[config.mk]
export PLATFORM = sky130hd
export DESIGN_NAME = n64_poll_scheduler
export DESIGN_NICKNAME = d
export VERILOG_FILES = /design/src/rtl/n64_pkg.sv /design/src/rtl/n64_poll_timer.sv /design/src/rtl/n64_poll_scheduler.sv
export SDC_FILE = /design/constraint.sdc
export NUM_CORES = 1
export LEC_CHECK = 0
export CORE_ASPECT_RATIO = 0.5
export CORE_MARGIN = 2
export CORE_UTILIZATION = 40
export DETAILED_ROUTE_END_ITERATION = 12
export SLEW_MARGIN = 10
export SYNTH_ARGS = -nofsm -noshare
export SYNTH_HDL_FRONTEND = slang
export SYNTH_HIERARCHICAL = 1
export SYNTH_SLANG_ARGS = --single-unit
[constraint.sdc]
create_clock -name clk -period 5.7 [get_ports clk]
set_input_delay 0.855 -clock clk [delete_from_list [all_inputs] [get_ports clk]]
set_output_delay 0.855 -clock clk [all_outputs]
set_load 0.01 [all_outputs]
[src/rtl/n64_pkg.sv]
// -----------------------------------------------------------------------------
// n64_pkg
// Shared definitions for the N64 controller poll scheduler:
//   - n64_state_t : scheduler FSM state encoding
//   - CMD_INFO / CMD_POLL : command bytes sent to the controller
//   - INFO_BITS : response length of the info/status command
//   - BTN_* / STICK_* : bit positions inside the 32-bit button word
//     (MSB = first bit received from the controller)
// -----------------------------------------------------------------------------
package n64_pkg;

   typedef enum logic [2:0] {
      ST_IDLE     = 3'd0,
      ST_SEND_REQ = 3'd1,
      ST_SEND     = 3'd2,
      ST_RECV     = 3'd3,
      ST_LATCH    = 3'd4,
      ST_FAIL     = 3'd5
   } n64_state_t;

   localparam logic [7:0] CMD_INFO  = 8'h00;
   localparam logic [7:0] CMD_POLL  = 8'h01;
   localparam int         INFO_BITS = 24;

   // Button word layout, first received bit at bit 31.
   localparam int BTN_A       = 31;
   localparam int BTN_B       = 30;
   localparam int BTN_Z       = 29;
   localparam int BTN_START   = 28;
   localparam int BTN_DU      = 27;
   localparam int BTN_DD      = 26;
   localparam int BTN_DL      = 25;
   localparam int BTN_DR      = 24;
   localparam int BTN_RST     = 23;
   localparam int BTN_RSVD    = 22;
   localparam int BTN_L       = 21;
   localparam int BTN_R       = 20;
   localparam int BTN_CU      = 19;
   localparam int BTN_CD      = 18;
   localparam int BTN_CL      = 17;
   localparam int BTN_CR      = 16;
   localparam int STICK_X_LSB = 8;   // stick X occupies [15:8]
   localparam int STICK_Y_LSB = 0;   // stick Y occupies [7:0]

endpackage

[src/rtl/n64_poll_timer.sv]
// -----------------------------------------------------------------------------
// n64_poll_timer
// Free-running poll period counter. Counts 0 .. POLL_PERIOD-1 and wraps,
// asserting tick_o for the single cycle in which the count is POLL_PERIOD-1.
//
// Ports:
//   clk     in   system clock
//   Reset   in   synchronous active-high reset (count -> 0)
//   tick_o  out  one-cycle pulse once per POLL_PERIOD cycles
// -----------------------------------------------------------------------------
module n64_poll_timer #(
   parameter int POLL_PERIOD = 833333
) (
   input  logic clk,
   input  logic Reset,
   output logic tick_o
);

   localparam int CNT_W = $clog2(POLL_PERIOD);

   logic [CNT_W-1:0] cnt_q, cnt_d;

   assign tick_o = (cnt_q == CNT_W'(POLL_PERIOD - 1));

   // NOTE: every next-state value gets a default before any branch so no
   // path leaves it unassigned, which would otherwise infer a latch.
   always_comb begin
      cnt_d = cnt_q + CNT_W'(1);
      if (tick_o) begin
         cnt_d = '0;
      end
   end

   // NOTE: state registers use non-blocking assignments so every flop
   // samples the pre-edge values, independent of statement order.
   always_ff @(posedge clk) begin
      if (Reset) begin
         cnt_q <= '0;
      end else begin
         cnt_q <= cnt_d;
      end
   end

endmodule

[src/rtl/n64_poll_scheduler.sv]
// -----------------------------------------------------------------------------
// n64_poll_scheduler
// Polls an N64 controller at a fixed rate through the bit-level transceiver:
// sends the read-buttons command, turns the bus around, collects the response
// and publishes a latched button word. Missing/short responses are caught by
// an inter-bit timeout and consecutive failures are tracked.
//
// Optional build macro N64_INFO_PROBE_EN: after reset the first poll sends the
// info command (24-bit response) and keeps retrying it on every tick until it
// succeeds; Controller_Type then holds the first 16 response bits. Normal
// button polls start only after a successful probe.
//
// Ports:
//   clk              in   system clock
//   Reset            in   synchronous active-high reset
//   Poll_Enable      in   level; 0 parks the block in IDLE after current poll
//   Tx_Start         out  one-cycle pulse: transceiver sends Tx_Cmd
//   Tx_Cmd    [7:0]  out  command byte, valid with Tx_Start (0 otherwise)
//   Tx_Done          in   pulse: command and stop bit fully driven
//   Rx_Bit_Valid     in   pulse: one decoded response bit on Rx_Bit
//   Rx_Bit           in   decoded response bit
//   Enable_Send      out  transceiver drives the line
//   Enable_Recieve   out  transceiver samples the line
//   Buttons   [31:0] out  last good response, MSB = first bit received
//   Buttons_Valid    out  one-cycle pulse when Buttons updates
//   Poll_Error       out  one-cycle pulse on a failed poll
//   Controller_Lost  out  level; consecutive failures >= FAIL_LIMIT
//   Controller_Type [15:0] out (N64_INFO_PROBE_EN only) probe result
// -----------------------------------------------------------------------------
module n64_poll_scheduler
   import n64_pkg::*;
#(
   parameter int POLL_PERIOD = 833333,  // must exceed RX_TIMEOUT + 64
   parameter int RX_TIMEOUT  = 5000,
   parameter int RESP_BITS   = 32,
   parameter int FAIL_LIMIT  = 3
) (
   input  logic        clk,
   input  logic        Reset,
   input  logic        Poll_Enable,
   output logic        Tx_Start,
   output logic [7:0]  Tx_Cmd,
   input  logic        Tx_Done,
   input  logic        Rx_Bit_Valid,
   input  logic        Rx_Bit,
   output logic        Enable_Send,
   output logic        Enable_Recieve,
   output logic [31:0] Buttons,
   output logic        Buttons_Valid,
   output logic        Poll_Error,
   output logic        Controller_Lost
`ifdef N64_INFO_PROBE_EN
   ,
   output logic [15:0] Controller_Type
`endif
);

   localparam int MAX_BITS = (RESP_BITS > INFO_BITS) ? RESP_BITS : INFO_BITS;
   localparam int BIT_W    = $clog2(MAX_BITS + 1);
   localparam int TO_W     = $clog2(RX_TIMEOUT + 1);
   localparam int FC_W     = $clog2(FAIL_LIMIT + 1);

   n64_state_t        state_q, state_d;
   logic [31:0]       shift_q, shift_d;
   logic [BIT_W-1:0]  bit_cnt_q, bit_cnt_d;
   logic [TO_W-1:0]   to_cnt_q, to_cnt_d;
   logic [31:0]       buttons_q, buttons_d;
   logic [FC_W-1:0]   fail_cnt_q, fail_cnt_d;
   logic              lost_q, lost_d;
   logic              tick;
   logic              probe_pending;
   logic [BIT_W-1:0]  bits_target;

`ifdef N64_INFO_PROBE_EN
   logic              probe_done_q, probe_done_d;
   logic [15:0]       ctype_q, ctype_d;

   // The info probe is outstanding until one has completed successfully.
   assign probe_pending   = ~probe_done_q;
   assign Controller_Type = ctype_q;
`else
   assign probe_pending   = 1'b0;
`endif

   assign bits_target     = probe_pending ? BIT_W'(INFO_BITS) : BIT_W'(RESP_BITS);
   assign Buttons         = buttons_q;
   assign Controller_Lost = lost_q;

   n64_poll_timer #(
      .POLL_PERIOD (POLL_PERIOD)
   ) u_timer (
      .clk    (clk),
      .Reset  (Reset),
      .tick_o (tick)
   );

   always_comb begin
      state_d        = state_q;
      shift_d        = shift_q;
      bit_cnt_d      = bit_cnt_q;
      to_cnt_d       = to_cnt_q;
      buttons_d      = buttons_q;
      fail_cnt_d     = fail_cnt_q;
      lost_d         = lost_q;
`ifdef N64_INFO_PROBE_EN
      probe_done_d   = probe_done_q;
      ctype_d        = ctype_q;
`endif
      Tx_Start       = 1'b0;
      Tx_Cmd         = '0;
      Enable_Send    = 1'b0;
      Enable_Recieve = 1'b0;
      Buttons_Valid  = 1'b0;
      Poll_Error     = 1'b0;

      unique case (state_q)
         ST_IDLE: begin
            // A tick seen in any other state is simply lost: no queuing.
            if (tick && Poll_Enable) begin
               state_d = ST_SEND_REQ;
            end
         end

         ST_SEND_REQ: begin
            Tx_Start    = 1'b1;
            Tx_Cmd      = probe_pending ? CMD_INFO : CMD_POLL;
            Enable_Send = 1'b1;
            state_d     = ST_SEND;
         end

         ST_SEND: begin
            Enable_Send = 1'b1;
            if (Tx_Done) begin
               state_d   = ST_RECV;
               bit_cnt_d = '0;
               shift_d   = '0;
               to_cnt_d  = '0;
            end
         end

         ST_RECV: begin
            Enable_Recieve = 1'b1;
            // A bit arriving in the expiry cycle takes priority over timeout.
            if (Rx_Bit_Valid) begin
               shift_d   = {shift_q[30:0], Rx_Bit};
               bit_cnt_d = bit_cnt_q + BIT_W'(1);
               to_cnt_d  = '0;
               if (bit_cnt_d == bits_target) begin
                  // Result registers load on entry to LATCH so they are
                  // already current while Buttons_Valid is high.
                  state_d    = ST_LATCH;
                  fail_cnt_d = '0;
                  lost_d     = 1'b0;
`ifdef N64_INFO_PROBE_EN
                  if (probe_pending) begin
                     ctype_d = shift_d[INFO_BITS-1 -: 16];
                  end else begin
                     buttons_d = shift_d;
                  end
`else
                  buttons_d = shift_d;
`endif
               end
            end else begin
               to_cnt_d = to_cnt_q + TO_W'(1);
               if (to_cnt_d == TO_W'(RX_TIMEOUT)) begin
                  state_d = ST_FAIL;
                  if (fail_cnt_q != FC_W'(FAIL_LIMIT)) begin
                     fail_cnt_d = fail_cnt_q + FC_W'(1);
                  end
                  lost_d = (fail_cnt_d == FC_W'(FAIL_LIMIT));
               end
            end
         end

         ST_LATCH: begin
            // A successful probe is reported via Controller_Type only.
            Buttons_Valid = ~probe_pending;
`ifdef N64_INFO_PROBE_EN
            probe_done_d  = 1'b1;
`endif
            state_d       = ST_IDLE;
         end

         ST_FAIL: begin
            Poll_Error = 1'b1;
            state_d    = ST_IDLE;
         end

         default: begin
            state_d = ST_IDLE;
         end
      endcase
   end

   always_ff @(posedge clk) begin
      if (Reset) begin
         state_q      <= ST_IDLE;
         shift_q      <= '0;
         bit_cnt_q    <= '0;
         to_cnt_q     <= '0;
         buttons_q    <= '0;
         fail_cnt_q   <= '0;
         lost_q       <= 1'b0;
`ifdef N64_INFO_PROBE_EN
         probe_done_q <= 1'b0;
         ctype_q      <= '0;
`endif
      end else begin
         state_q      <= state_d;
         shift_q      <= shift_d;
         bit_cnt_q    <= bit_cnt_d;
         to_cnt_q     <= to_cnt_d;
         buttons_q    <= buttons_d;
         fail_cnt_q   <= fail_cnt_d;
         lost_q       <= lost_d;
`ifdef N64_INFO_PROBE_EN
         probe_done_q <= probe_done_d;
         ctype_q      <= ctype_d;
`endif
      end
   end

endmodule

==> results of run 1 <==
[cells in the mapped netlist, types with 3 or more instances]
cell type / instances
nor3b_1: 3
ha_1: 5
nand4_1: 5
nand3b_1: 4
buf_4: 16
or4_1: 3
nor3_1: 12
nand3_1: 46
buf_2: 5
and3_1: 3
o21ai_0: 15
clkbuf_1: 16
dfxtp_1: 108
nand2_1: 51
nand2b_1: 5
mux2i_1: 37
a21o_1: 3
nor4_1: 9
or3_1: 6
buf_1: 5
inv_1: 8
a31oi_1: 6
a21oi_1: 54
xnor2_1: 15
nor2_1: 77
[per-stage QoR]
| step | util, % | cells | setup slack (ps) | total power [uW] | hold slack [ps] |
|---|---|---|---|---|---|
| floorplan | - | 565 | 3340 | 796 | 431 |
| global placement | 44.8 | 736 | 2810 | 802 | 441 |
| detailed placement | 44.8 | 736 | 2750 | 802 | 446 |
| CTS | 47.2 | 752 | 2610 | 1410 | 457 |
| global route | 47.2 | 752 | 2470 | 1440 | 480 |
| finish | 47.2 | 752 | 2640 | 1380 | 453 |
[logic make-up (layout without fill, tap and decap cells)]
logic type	after synthesis	in the layout	share of synthesized area, %
AO/OA/AOI/OAI	92	92	11.1
AND/OR/NAND/NOR	249	249	26.4
buffers and inverters	50	72	5.29
other	1	7	0.0781
XOR/XNOR	16	16	2.92
adder cells (fa/ha/maj)	5	5	1.30
flip-flops	108	108	45.0
multiplexers	38	38	7.94
[power by group]
part	internal, uW	total, uW	switching (uW)	leakage (uW)
Combinational	6.80	25.5	18.7	0.00107
Sequential	755	758	2.99	0.000870
Clock	303	600	298	0.000127
[worst min-delay path by stage]
stage               cells after the start        start  slack, ps     endpoint
detailed placement                      2  shift_q[30]        450  shift_q[30]
global placement                        2  shift_q[30]        440  shift_q[30]
CTS                                     2  shift_q[30]        460  shift_q[30]
floorplan                               2  shift_q[30]        430  shift_q[30]
global route                            2  shift_q[30]        480  shift_q[30]
finish                                  2  shift_q[30]        450  shift_q[30]
[critical path: cells and delay by family (launching register included)]
kind	cells	cell delay (ps)
buffers and inverters	2	740
AND/OR/NAND/NOR	2	630
flip-flops	1	490
[routing by layer]
| layer | vias up | wire (um) | track usage, % |
|---|---|---|---|
| li1 | 1982 | - | - |
| met1 | 1794 | 4860 | 20.6 |
| met2 | 75 | 4330 | 25.2 |
| met3 | 11 | 474 | 4.55 |
| met4 | 0 | 115 | 4.64 |
| met5 | - | 0 | 0 |
[cell type report]
type	instances	area, sq um	share of cell area (%)
Timing Repair Buffer	48	465	8.37
Tap cell	165	206	3.71
Multi-Input combinational cell	407	2410	43.4
Sequential cell	108	2160	38.9
Clock buffer	9	225	4.05
Clock inverter	7	58.8	1.06
Inverter	8	30.0	0.540
[sequential cells by signal (all words and copies together), names as in the netlist]
name and cells:
Buttons 32, Controller_Lost 1, bit_cnt_q 6, fail_cnt_q 2, shift_q 31, state_q 3
to_cnt_q 13, u_timer/cnt_q 20
==> impl_metrics.tcl, run 1 <==
set metrics [dict create \
    outcome "completed" \
    p_leak_uw 0.00207 \
    htreeDepth 3 \
    synth_warnings 6 \
    hold_class "reg2reg" \
    reg2regPathDepth 8 \
    finalSetupTns_ps 0 \
    slew_violations 0 \
    start_util_pct 40.8 \
    grt_usage_pct 15.6 \
    final_common_cell "dfxtp_1" \
    core_sq_um 11800 \
    cp-start-kind "flop" \
    synth_top_area_share_pct 45.0 \
    crit_start "state_q[1]" \
    final_area_sq_um 5560 \
    cp_max_fo 10 \
    worstSetupEndpoint "Enable_Recieve" \
    initialDrtViolationCount 180 \
    hold_violations 0 \
    cts_resized 0 \
    min_period_ps 3060 \
    arrival_ps 2200 \
    ys_seq_elements 108 \
    clock_path_buffers 2 \
    die_w_um 159 \
    async_flop_share_pct 0 \
    wl_per_cell_um 13.0 \
    netlist_instances 559 \
    drt-pass1-iter-count 4 \
    numCtsBuffers 9 \
    antenna_violating_nets_post_route 0 \
    filler_cell_count 1146 \
    grt_pass1_vias 3347 \
    cts_setup_buffers 0 \
    row_count 28 \
    crit_chain "nor2b_1 -> nand2_1 -> inv_1 -> clkdlybuf4s50_1" \
    worstMarginPinSlew_ps 980 \
    maxCapViolCount 0 \
    ir_worst_vdd_mv 0.126 \
    r2r-start "state_q[1]" \
    setup_viol_count_final 0 \
    cts_tree "built" \
    grt_max_degree 48 \
    hold_buffers 0 \
    cp_data_required_time_ps 4850 \
    grt_overflow 0 \
    slew_headroom_pct 34.4 \
    num_vias 3862 \
    syn_to_final_growth_pct 15.8 \
    port_buffers 44 \
    rr_endpoint "to_cnt_q[9]" \
    finalCritPeriodShare_pct 53.6 \
    setup.worst_path.class "reg2out" \
    clock_sinks 108 \
    synth_edf_count 0 \
    clock.fmax_mhz 327 \
    critPathMaxStageDelay_ps 560 \
    wl_um 9780 \
    placed_area_sq_um 5280 \
    grt_pass1_wl_um 16500 \
    power.density_nw_per_um2 249 \
    path_clk_slew_ps 70 \
    io_pins 52 \
    synth_top_flop_cell "dfxtp_1" \
    ys_types 61 \
    clock_skew_ps 10.5 \
    crit_path_end_kind "output port" \
    nets 593 \
    die_height_um 81.5 \
    yosysTopAreaCell "dfxtp_1" \
    clk_latency_ps 350 \
    cp_slowest_cell "clkdlybuf4s50_1" \
    drc_errors 0 \
    synth_seq_area_share_pct 45.0 \
    rsz0062_at_grt "false" \
    hpwl_um 6280 \
    routabilityCongestion 0.767 \
    grt_antenna_before_repair 0 \
    synth_area_per_cell_sq_um 8.59 \
    viasPerCell 5.14 \
    r2r_setup_slack_ps 2980 \
    cts_root_buf "clkbuf_16" \
    die-area_sq_um 13000 \
    drive_gt1_share_pct 6.64 \
    synth_area_leaders "dfxtp_1 (45%), mux2i_1 (7.7%), nor2_1 (6.0%)" \
    syn-cell-area_sq_um 4800 \
    layout_common_cells "dfxtp_1 (108), nor2_1 (77), a21oi_1 (54), nand2_1 (50), nand3_1 (46)" \
    diodes 0 \
]
No activity file was read; power rests on OpenSTA's default activity.
==> inputs of run 2 (changes only) <==
- clock period: 5.7 -> 2.8 ns (I/O delays scaled with it)
==> impl_metrics.tcl, run 2 (same netlist as run 1, synthesis figures left out) <==
set metrics [dict create \
    reg2regPathDepth 7 \
    cts_root_buf "clkbuf_16" \
    nets 596 \
    hpwl_um 6410 \
    hold_buffers 0 \
    min_period_ps 2590 \
    netSwitchingFraction_pct 21.1 \
    rsz0062_at_grt "false" \
    drt-pass1-iter-count 4 \
    cts_tree "built" \
    clk_latency_ps 350 \
    grt_usage_pct 15.4 \
    grt_use_met3_pct 3.69 \
    htreeDepth 3 \
    initialDrtViolationCount 233 \
    use_met1_pct 21.4 \
    crit_path_end_kind "output port" \
    multiInputGateArea_sq_um 2410 \
    die_height_um 81.5 \
    finalCritPeriodShare_pct 92.5 \
    outcome "completed" \
    comb_power_share_pct 1.8 \
    filler_cell_count 1142 \
    routabilityCongestion 0.786 \
    num_vias 3830 \
    diodes 0 \
    seq_area_sq_um 2160 \
    p_int_uw 2300 \
    rr_endpoint "fail_cnt_q[0]" \
    antenna_violating_nets_post_route 0 \
    power.density_nw_per_um2 518 \
    clock_skew_ps 7.89 \
    power_frac_seq_pct 52.9 \
    grt_overflow 0 \
    path_clk_slew_ps 70 \
    hold-worst-slack_ps 462 \
    numCtsBuffers 9 \
    cp_max_fo 10 \
    cp_data_required_time_ps 2380 \
    cp-start-kind "flop" \
    start_util_pct 40.8 \
    crit_start "state_q[1]" \
    drive_gt1_share_pct 7.12 \
    r2r_setup_slack_ps 340 \
    maxCapViolCount 0 \
    row_count 28 \
    grt_antenna_before_repair 0 \
    p_leak_uw 0.00212 \
    wl_um 9790 \
    io_pins 52 \
    viasPerCell 5.07 \
    grt_max_degree 56 \
    syn_to_final_growth_pct 17.4 \
    die-area_sq_um 13000 \
    busiest_layer "met2" \
    ir_worst_vdd_mv 0.319 \
    grt_pass1_vias 3402 \
    die_w_um 159 \
    layout_common_cells "dfxtp_1 (108), nor2_1 (77), a21oi_1 (54), nand2_1 (50), nand3_1 (46)" \
    netSwitchingPower_uw 617 \
    finalSetupTns_ps 0 \
    clock_sinks 108 \
    setup_viol_count_final 0 \
    worstMarginPinSlew_ps 725 \
    pwr-share-clk_pct 45.3 \
    port_buffers 44 \
    slew_headroom_pct 51.7 \
    core_sq_um 11800 \
    hold_class "reg2reg" \
    final_common_cell "dfxtp_1" \
    met2_usage_pct 24.7 \
    setup.worst_path.class "reg2out" \
    clock.fmax_mhz 386 \
    slew_violations 0 \
    worstSetupEndpoint "Enable_Recieve" \
    grt_pass1_wl_um 16400 \
    largest_reg_flops 32 \
    cts_setup_buffers 0 \
    r2r-start "to_cnt_q[0]" \
    drc_errors 0 \
    hold_violations 0 \
    arrival_ps 2170 \
    wl_per_cell_um 13.0 \
    clock_path_buffers 2 \
]
## run 2: metrics by stage
step / util, % / std cells / area (sq um) / worst slack, ps / power (uW)
floorplan: - / 565 / 4830 / 592 / 1620
global placement: 45.2 / 739 / 5320 / 400 / 1630
detailed placement: 45.2 / 739 / 5320 / 315 / 1640
CTS: 47.9 / 755 / 5640 / 121 / 2960
global route: 47.9 / 755 / 5640 / 84.8 / 3020
finish: 47.9 / 755 / 5640 / 210 / 2920
## run 2: area by class of cell
class                   count  share of cell area [%]
multi-input cells         407                    42.8
flip-flops and latches    108                    38.3
repair buffers             51                    9.10
clock buffers              12                    4.55
well taps                 165                    3.66
clock inverters             4                   0.976
inverters                   8                   0.533
## run 2: what timing repair did
item                                    CTS  global route
endpoints found under the setup margin    0             1
hold endpoints to repair                  0             0
gates resized for setup                   0             1
## run 2: metal layers
layer,wire length (um),share of wire (%)
met1,5120,52
met2,4260,44
met4,68,0.69
met3,340,3.5
met5,0,0
## run 2: worst min-delay path by stage
stage	from	endpoint	depth (start not counted)
5_1_grt	shift_q[14]	shift_q[14]	2
6_report	Controller_Lost	Controller_Lost	2
3_5_place_dp	Controller_Lost	Controller_Lost	2
2_1_floorplan	shift_q[30]	shift_q[30]	2
4_1_cts	Controller_Lost	Controller_Lost	2
3_3_place_gp	shift_q[30]	shift_q[30]	2
## run 2: power by group through the flow
stage | Clock [uW] | Combinational, uW | Sequential, uW
5_1_grt | 1410 | 60.3 | 1540
4_1_cts | 1360 | 55.0 | 1540
3_3_place_gp | 0 | 54.6 | 1580
6_report | 1320 | 53.7 | 1540
2_1_floorplan | 0 | 41.8 | 1580
3_5_place_dp | 0 | 54.8 | 1580
## run 2: worst max-delay path: stages, from the launching register on
cell	delay, ps
dfxtp_1	510
nor2b_2	300
nand2_1	200
inv_1	210
clkdlybuf4s50_1	610
